**src/rtl/reg_writeback_ctrl.sv**
```systemverilog
// Register file write-port owner: merges ALU results with buffered
// long-latency results and tracks outstanding destinations for decode stalls.
module reg_writeback_ctrl #(
  parameter int DEPTH = 2
) (
  input  logic        clk,
  input  logic        reset,
  input  logic        alu_valid,
  input  logic [4:0]  alu_dst,
  input  logic [31:0] alu_data,
  input  logic        lu_issue,
  input  logic [4:0]  lu_issue_dst,
  input  logic        lu_done_valid,
  input  logic [4:0]  lu_done_dst,
  input  logic [31:0] lu_done_data,
  output logic        lu_done_ready,
  input  logic [4:0]  dec_src1,
  input  logic [4:0]  dec_src2,
  input  logic [4:0]  dec_dst,
  output logic        hazard_stall,
  output logic        wr_en,
  output logic [4:0]  wr_addr,
  output logic [31:0] wr_data,
  output logic        pending_any
);

  localparam int AW = (DEPTH > 1) ? $clog2(DEPTH) : 1;
  localparam int CW = AW + 1;

  typedef struct packed {
    logic [4:0]  dst;
    logic [31:0] data;
  } ent_t;

  ent_t          mem [DEPTH];
  ent_t          head;
  logic [AW-1:0] rptr;
  logic [AW-1:0] wptr;
  logic [CW-1:0] count;

  logic [31:0] pend;
  logic [31:0] pend_next;
  logic [31:0] set_mask;
  logic [31:0] clr_mask;

  logic alu_win;
  logic fifo_empty;
  logic acc_nz;
  logic pop;
  logic bypass;
  logic push;

  // pend[0] is never set, so index 0 contributes nothing to the stall
  assign hazard_stall = pend[dec_src1] | pend[dec_src2] | pend[dec_dst];

  always_comb begin
    head          = mem[rptr];
    alu_win       = alu_valid && (alu_dst != 5'd0);
    fifo_empty    = (count == '0);
    lu_done_ready = (count < CW'(DEPTH));
    acc_nz        = lu_done_valid && lu_done_ready
                    && (lu_done_dst != 5'd0);
    pop           = !alu_win && !fifo_empty;
    bypass        = !alu_win && fifo_empty && acc_nz;
    push          = acc_nz && !bypass;
    clr_mask      = '0;
    set_mask      = '0;
    if (pop)
      clr_mask[head.dst] = 1'b1;
    else if (bypass)
      clr_mask[lu_done_dst] = 1'b1;
    if (lu_issue)
      set_mask[lu_issue_dst] = 1'b1;
    // set applied after clear so a same-cycle reissue stays pending
    pend_next    = (pend & ~clr_mask) | set_mask;
    pend_next[0] = 1'b0;
  end

  always_ff @(posedge clk) begin
    if (push)
      mem[wptr] <= '{dst: lu_done_dst, data: lu_done_data};
  end

  always_ff @(posedge clk or posedge reset) begin
    if (reset) begin
      rptr        <= '0;
      wptr        <= '0;
      count       <= '0;
      pend        <= '0;
      pending_any <= 1'b0;
    end else begin
      if (push)
        wptr <= wptr + AW'(1);
      if (pop)
        rptr <= rptr + AW'(1);
      count       <= count + CW'(push) - CW'(pop);
      pend        <= pend_next;
      pending_any <= |pend_next;
    end
  end

  always_ff @(posedge clk or posedge reset) begin
    if (reset) begin
      wr_en   <= 1'b0;
      wr_addr <= '0;
      wr_data <= '0;
    end else begin
      unique case (1'b1)
        alu_win: begin
          wr_en   <= 1'b1;
          wr_addr <= alu_dst;
          wr_data <= alu_data;
        end
        pop: begin
          wr_en   <= 1'b1;
          wr_addr <= head.dst;
          wr_data <= head.data;
        end
        bypass: begin
          wr_en   <= 1'b1;
          wr_addr <= lu_done_dst;
          wr_data <= lu_done_data;
        end
        default: wr_en <= 1'b0;
      endcase
    end
  end

endmodule

```
**config.mk**
```make
export PLATFORM = sky130hd
export DESIGN_NAME = reg_writeback_ctrl
export DESIGN_NICKNAME = d
export VERILOG_FILES = /design/src/rtl/reg_writeback_ctrl.sv
export SDC_FILE = /design/constraint.sdc
export NUM_CORES = 1
export LEC_CHECK = 0
export CAP_MARGIN = 40
export CORE_MARGIN = 3
export CORE_UTILIZATION = 53
export CTS_CLUSTER_SIZE = 14
export DETAILED_ROUTE_END_ITERATION = 16
export GPL_ROUTABILITY_DRIVEN = 0
export PLACE_DENSITY = 0.81
export SETUP_SLACK_MARGIN = 0.4
export SYNTH_ARGS = -nofsm -noshare
export SYNTH_HDL_FRONTEND = slang
export SYNTH_SLANG_ARGS = --single-unit
export TNS_END_PERCENT = 5
```
**constraint.sdc**
```tcl
create_clock -name clk -period 4.35 [get_ports clk]
set_clock_uncertainty 0.05 [all_clocks]
set_input_delay 1.305 -clock clk [delete_from_list [all_inputs] [get_ports clk]]
set_output_delay 1.305 -clock clk [all_outputs]
set_load 0.02 [all_outputs]
```
Word level (Yosys, flattened, before mapping)
Memories as Yosys holds them, arrays and structs flattened.
Cells that the tools add are included.

cells by class
  bitwise operators = 5
  reduce and logical (&&, ||, !) cells = 19
  order comparisons = 10
  $add $sub $neg = 4
  multiplexer cells = 20

operators by type and width
  cell                   count
  $mux W32               3
  $pmux W32 S3           1
  $lt A5 B6 Y1 const B   6
  $and A32 B32 Y32       1
  $not A32 Y32           1
  $or A32 B32 Y32        1
  $reduce_or A31 Y1      1
  $bmux W1 S5            3
  $demux W1 S5           3
  $ge A5 B1 Y1 const B   3
  $pmux W5 S3            1
  $logic_and A1 B1 Y1    10
  $reduce_bool A5 Y1     2
  $mux W1                9
  $logic_not A1 Y1       3
  $reduce_bool A3 Y1     1
  $reduce_or A3 Y1       1
  $add A1 B1 Y1 const B  2
  $add A2 B1 Y2          1
  $logic_not A2 Y1       1
  $lt A2 B2 Y1 const B   1
  $or A1 B1 Y1           2
  $sub A2 B1 Y2          1

word-level totals
  memory bits (writable) = 74
  bits in registers = 74
  output and inout bits = 41
  memories kept = 1
  input port bits = 99
  logic and storage cells = 67

memory list
  memory  depth  bits a word  rd ports  clocked after memory_dff  wr ports  line  text
  mem     2      37           1         0                         1         35    ent_t mem [DEPTH];

Logic depth before layout (Yosys ltp)
  depth in word-level cells = 11
  gate-level depth with buffers = 9
  gate-level depth less buffers = 9

Least setup slack after synthesis
OpenSTA, ideal clock, no wires.

  kind = input to output
  start = input dec_dst[0]
  end = output hazard_stall
  path buffers = 1
  arrival = 3.007 ns
  path slack = -0.012 ns
  data required time = 2.995 ns
  stages = 5
  cells stage by stage = clkbuf_1 mux4_2 mux4_2 mux2i_1 nand3_1

on the way
  word-level cells in the longest chain between the ends = 3

RTL lines
  element                        line  text
  start: declaration             19    input logic [4:0] dec_dst,
  $bmux W1 S5                    54    assign hazard_stall = pend[dec_src1] | pend[dec_src2] | pend[dec_dst];
  $mux W1 (implied by the code)  54
  $or A1 B1 Y1                   54
  end: declaration               20    output logic hazard_stall,

No other way between the ends. The select of a mux whose other input is x is not followed.

Final worst setup path
  start = input dec_src2[0]
  end = output hazard_stall

on the way
  word-level cells in the longest chain between the ends = 4

RTL lines
  element                        line  text
  start: declaration             18    input logic [4:0] dec_src2,
  $bmux W1 S5                    54
  $mux W1 (implied by the code)  54
  $or A1 B1 Y1 (2 in series)     54

No other way between the ends. The select of a mux whose other input is x is not followed.

==> reports/results.tsv <==
stage	metric	value	unit
sta	setup_violations	0	
routing	postRouteAntennaNets	0	
sta	postLayoutSetupSlackWorst	89.1	ps
final_layout	diodes	0	
synthesis	synth.area.mux_share	15.4	%
place	place_ws	-775	ps
clocking	clock_sinks	148	
grt	antenna_found_initial	0	
final_layout	drive_gt1_share	16.4	%
synthesis	yosysWarnings	0	
final_layout	utilization	72.5	%
hold_path	hold_class	reg2reg	
sta	period_share	98.0	%
routing	routedWlPerCell	21.2	µm
pwr	internal-power	3920	µW
clocking	cts_root_buffer	clkbuf_16	
synthesis	synth_compound_area_share	14.1	%
pwr	pwr-share-seq	38.1	%
sta	slew_viol_final	0	
grt	grt_max_degree	48	
synthesis	yosys.area_share.simple	12.2	%
clocking	h-tree-depth	4	
critical_path	crit_chain	buf_6, buf_8, mux4_2, mux4_2, mux2i_2, nand3_2, buf_6	
synthesis	yosysTopAreaCell	edfxtp_1	
die	die_w	125	µm
critical_path	worst_setup_path_end_kind	output port	
pwr	switchingPower	2270	µW
clocking	cts_tree	built	
critical_path	cp-start-kind	input port	
grt	grtUsageTotal	26.8	%
die	start_util	55.3	%
synthesis	syn-cell-area	7460	µm²
routing	finalWirelength	20.4	mm
synthesis	synth_xor_area_share	0.469	%
die	die_h	125	µm
sta	worst_slew_pin_slew	883	ps
die	die_area	15500	µm²
critical_path	critical_path.slowest_cell	mux4_2	
routing	via_per_inst	6.36	
synthesis	ys_seq_elements	148	
final_layout	final_cell_area	9790	µm²
outcome	status	finished clean	
synthesis	synth_nets	725	
grt	overflow	0	
critical_path	worstPathArrival	2910	ps
job	max_cap_violations	0	
sta	max_slew_margin	40.4	%
sta	rsz0062_at_grt	true	
sta	hold_viol	0	
critical_path	crit_required	2990	ps
place	dpl.hpwl	14.4	mm
clocking	ctsLongestPathBuffers	2	
critical_path	crit_type	in2out	
die	rows	42	
pwr	leakagePower	0.00358	µW
grt	grt_pass1_vias	6342	
synthesis	ys_seq_area_share	54.6	%
routing	num_vias	6124	
pwr	pwr-share-clk	22.4	%
grt	grt_pass1_wl	33.2	mm
die	coreArea	13500	µm²
synthesis	synthCells	624	
clocking	clk_pin_slew	60	ps
routing	dr.first_iter.drc_count	847	
synthesis	synth-adder-area-share	0.335	%
synthesis	avgSynthCellArea	12.0	µm²
place	place_area	9170	µm²
synthesis	synth_top_family_by_area	multiplexers	
final_layout	fin_nets	875	
synthesis	ys_types	54	
clocking	clkLatencyLatePin	420	ps
pwr	p_per_area	632	nW/µm²
routing	drc_errors	0	
die	io_pins	140	
pwr	pwr-share-comb	39.6	%
synthesis	yosysTopAreaCellShare	29.8	%
critical_path	critPathMaxFanout	6	
clocking	cts_buffers	17	
clocking	ctsHoldBuffers	0	
routing	drtPass1Iterations	11	
pwr	sw_frac_of_total	36.6	%
synthesis	synth_area_leaders	edfxtp_1, dfrtp_1, mux4_2, mux2i_1, o21ai_0	
critical_path	max_stage_delay	490	ps
place	port_buffers	139	
sta	fmax	0.235	GHz
pwr	ir_worst_vdd	385	µV
final_layout	syn2layout_area_growth	31.2	%
sta	period_minus_slack	4260	ps
==> metal layers <==
metal / wire [µm] / vias to the layer above / GRT usage (%)
li1: - / 2725 / -
met3: 2070 / 96 / 7.20
met5: 0 / - / 0
met1: 7510 / 2902 / 32.9
met2: 10000 / 401 / 44.4
met4: 834 / 0 / 12.4
==> power by group through the flow <==
stage               clock network (µW)  logic (µW)  registers (µW)
finish                            1380        2450            2350
global route                      1470        2640            2380
CTS                               1400        2420            2320
detailed placement                   0        2390            2340
global placement                     0        2320            2320
floorplan                            0        1470            2330
==> cell usage in the layout, fill, tap and decap left out, drive strengths merged, types with 4 or more instances in the layout <==
master,Yosys,routed
o22ai,33,33
clkdlybuf4s50,0,131
xnor2,4,4
mux2,8,8
inv,8,8
o21ai,48,48
nor3,35,35
edfxtp,74,74
a21oi,37,37
nand3,15,15
clkinv,0,5
nor4,7,7
mux2i,40,40
buf,21,36
a211oi,18,18
o31ai,6,6
nand2,39,39
nor2,66,66
mux4,27,27
dfrtp,74,74
a221oi,16,16
clkbuf,16,24
nand3b,5,5
==> through the flow <==
stage          hold slack, ps  setup TNS [ps]  instances  power [µW]
3_3_place_gp              471            -742        926        4640
4_1_cts                   497               0        962        6140
2_1_floorplan             418               0        624        3800
6_report                  492               0        963        6190
3_5_place_dp              469            -775        928        4740
5_1_grt                   519               0        963        6500
==> flip-flops by register name (all words and copies together), names as in the netlist <==
register,flops
mem,74
wr_data,32
pend,31
wr_addr,5
count,2
pending_any,1
rptr,1
wptr,1
wr_en,1
==> cell families after synthesis <==
logic type               Yosys count
AO/OA/AOI/OAI                    166
XOR/XNOR                           4
adder cells (fa/ha/maj)            2
buffers and inverters             45
flip-flops                       148
multiplexers                      75
AND/OR/NAND/NOR                  184
==> critical path, delay by kind of cell <==
family | cells | cell delay (ps)
buf+inv | 3 | 320
simple gates | 1 | 100
mux | 3 | 1180
==> cell type report <==
cell class / count / area (µm²)
flip-flops and latches: 148 / 4080
repair buffers: 168 / 1710
inverters: 8 / 30.0
clock inverters: 9 / 108
multi-input cells: 431 / 3200
well taps: 176 / 220
clock buffers: 23 / 448
fillers: 927 / 3710
==> Yosys cell counts, drive strengths merged <==
cell type  count
dfrtp         74
nand4          2
nor3b          2
buf           21
nor3          35
and3b          1
nor4           7
a21oi         37
a21boi         1
clkbuf        16
inv            8
a221oi        16
edfxtp        74
mux2           8
nand3b         5
and4bb         1
o21ba          1
nor2          66
o31ai          6
a211oi        18
o311ai         1
or2            2
nor4b          2
nand3         15
mux2i         40
nor2b          3
a41oi          2
or3b           2
a2bb2oi        1
o22ai         33
o21ai         48
or3            1
a31oi          2
mux4          27
ha             2
xnor2          4
nand2         39
nand2b         1
==> final timing paths <==
kind | from | to | slack, ps | cells after the start
max | dec_src2[0] | hazard_stall | 90 | 7
min | wr_data[13]$_DFFE_PP0P_ | wr_data[13]$_DFFE_PP0P_ | 490 | 2
max reg2reg | rptr$_DFFE_PP0P_ | pending_any$_DFF_PP0_ | 1100 | 8
min reg2reg | wr_data[13]$_DFFE_PP0P_ | wr_data[13]$_DFFE_PP0P_ | 490 | 2
max in group asynchronous | reset | rptr$_DFFE_PP0P_ | 2750 | 3
min in group asynchronous | reset | wr_data[22]$_DFFE_PP0P_ | 1040 | 2
==> repair_timing <==
action,in CTS,in global routing
setup endpoints to repair,1,7
setup buffers,2,0
pin swaps,1,1
hold endpoints to repair,0,0
resized for setup,43,5
(Power assumes the default switching activity.)
==> edit (same flow settings) <==
Change the parameter `DEPTH` from 2 to 4.
--- a/src/rtl/reg_writeback_ctrl.sv
+++ b/src/rtl/reg_writeback_ctrl.sv
@@ -2,5 +2,5 @@
 // long-latency results and tracks outstanding destinations for decode stalls.
 module reg_writeback_ctrl #(
-  parameter int DEPTH = 2
+  parameter int DEPTH = 4
 ) (
   input  logic        clk,
Function: changed (Yosys sat finds a counterexample within 4 cycles, from zero or initial values and one cycle with reset high).
==> edit against the original RTL <==
  * Area after synthesis grew 39%
  * Routed wire length up 40%
  * Cell area up 35%
  * Setup slack better by 0.012 ns
  * Sequential cell count grew 77
  * Total power grew 35%
  * Utilization down 2.9 points
  * Critical path type unchanged
  * Critical endpoint unchanged
==> edit: results (changes against the original RTL) <==
\begin{tabular}{lr}
\hline
Metric & Value \\
\hline
\multicolumn{2}{l}{\textbf{Yosys}} \\
\quad Library cells used by synthesis & 48 (-11\%) \\
\quad Mapped Nets & 877 (+21\%) \\
\quad Area share of xor/xnor cells in the synthesized design & 0.00421 (-0.000482) \\
\quad Synthesized netlist cell count & 771 (+24\%) \\
\quad Sequential fraction of the synthesis area & 0.613 (+0.0669) \\
\multicolumn{2}{l}{\textbf{Pwr}} \\
\quad Sequential share of power & 0.399 (+0.018) \\
\multicolumn{2}{l}{\textbf{Global route}} \\
\quad Pin count of the biggest net entering global routing & 71 (+48\%) \\
\quad Number of antenna violations at the first check in global routing & 1 (+1) \\
\quad Overall routing resource usage & 0.265 (-0.00312) \\
\quad Global-route wire length before repair & 44.5 mm (+34\%) \\
\multicolumn{2}{l}{\textbf{Run status}} \\
\quad Result of the run & finished clean \\
\multicolumn{2}{l}{\textbf{Worst setup path}} \\
\quad Worst setup slack for register-to-register paths & 0.53 ns (-0.57 ns) \\
\quad Arrival time at the worst endpoint & 2.89 ns (-0.02 ns) \\
\quad Worst-path maximum fanout & 8 (+2) \\
\multicolumn{2}{l}{\textbf{Timing}} \\
\quad Worst Setup Slack, final & 0.101 ns (+0.0123 ns) \\
\multicolumn{2}{l}{\textbf{Worst hold path}} \\
\quad Hold EP & wr\_data[14] \\
\quad Hold Path Origin & wr\_data[14] \\
\multicolumn{2}{l}{\textbf{Clock tree}} \\
\quad Insertion delay of the later-clocked pin in the worst-skew pair & 0.52 ns (+0.10 ns) \\
\quad Maximum level of the CTS H-tree & 1 (-3) \\
\multicolumn{2}{l}{\textbf{Layout}} \\
\quad Final cell area excluding filler cells & 13200 um2 (+35\%) \\
\quad Fraction of final layout cells with drive strength greater than 1 & 0.207 (+0.0431) \\
\quad Filler Cells Inserted & 1300 (+40\%) \\
\quad Top flop regs & mem (148), wr\_data (32), pend (31) \\
\quad Net count reported at finish & 1060 (+21\%) \\
\multicolumn{2}{l}{\textbf{Placed design}} \\
\quad Placement Setup Slack & -0.759 ns (+0.0165 ns) \\
\multicolumn{2}{l}{\textbf{Routing}} \\
\quad Total routed wirelength & 28.6 mm (+40\%) \\
\hline
\end{tabular}
==> edit: cell count changes after synthesis, moves of 18 or more <==
cell and delta:
sky130_fd_sc_hd__mux4_2 +36, sky130_fd_sc_hd__a211oi_1 -18, sky130_fd_sc_hd__edfxtp_1 +74, sky130_fd_sc_hd__o31ai_1 +21, sky130_fd_sc_hd__o22ai_1 -33, sky130_fd_sc_hd__a21oi_1 +29, sky130_fd_sc_hd__mux2i_1 -31, sky130_fd_sc_hd__nand2_1 +69
==> edit: final cells by class <==
type	count	area (um2)	area share
repair buffers	206	1940	0.147
clock buffers	33	653	0.0494
inverters	10	38.8	0.00293
flip-flops and latches	225	6370	0.482
clock inverters	9	88.8	0.00671
multi-input cells	488	3810	0.288
well taps	260	325	0.0246
diodes	1	2.50	0.000189
==> edit: metal layers <==
layer,global-route usage,routed length [um],share of wire
met5,0,0,0
met2,0.447,14200,0.50
met3,0.0599,2750,0.096
met1,0.340,10500,0.37
met4,0.0997,1160,0.041
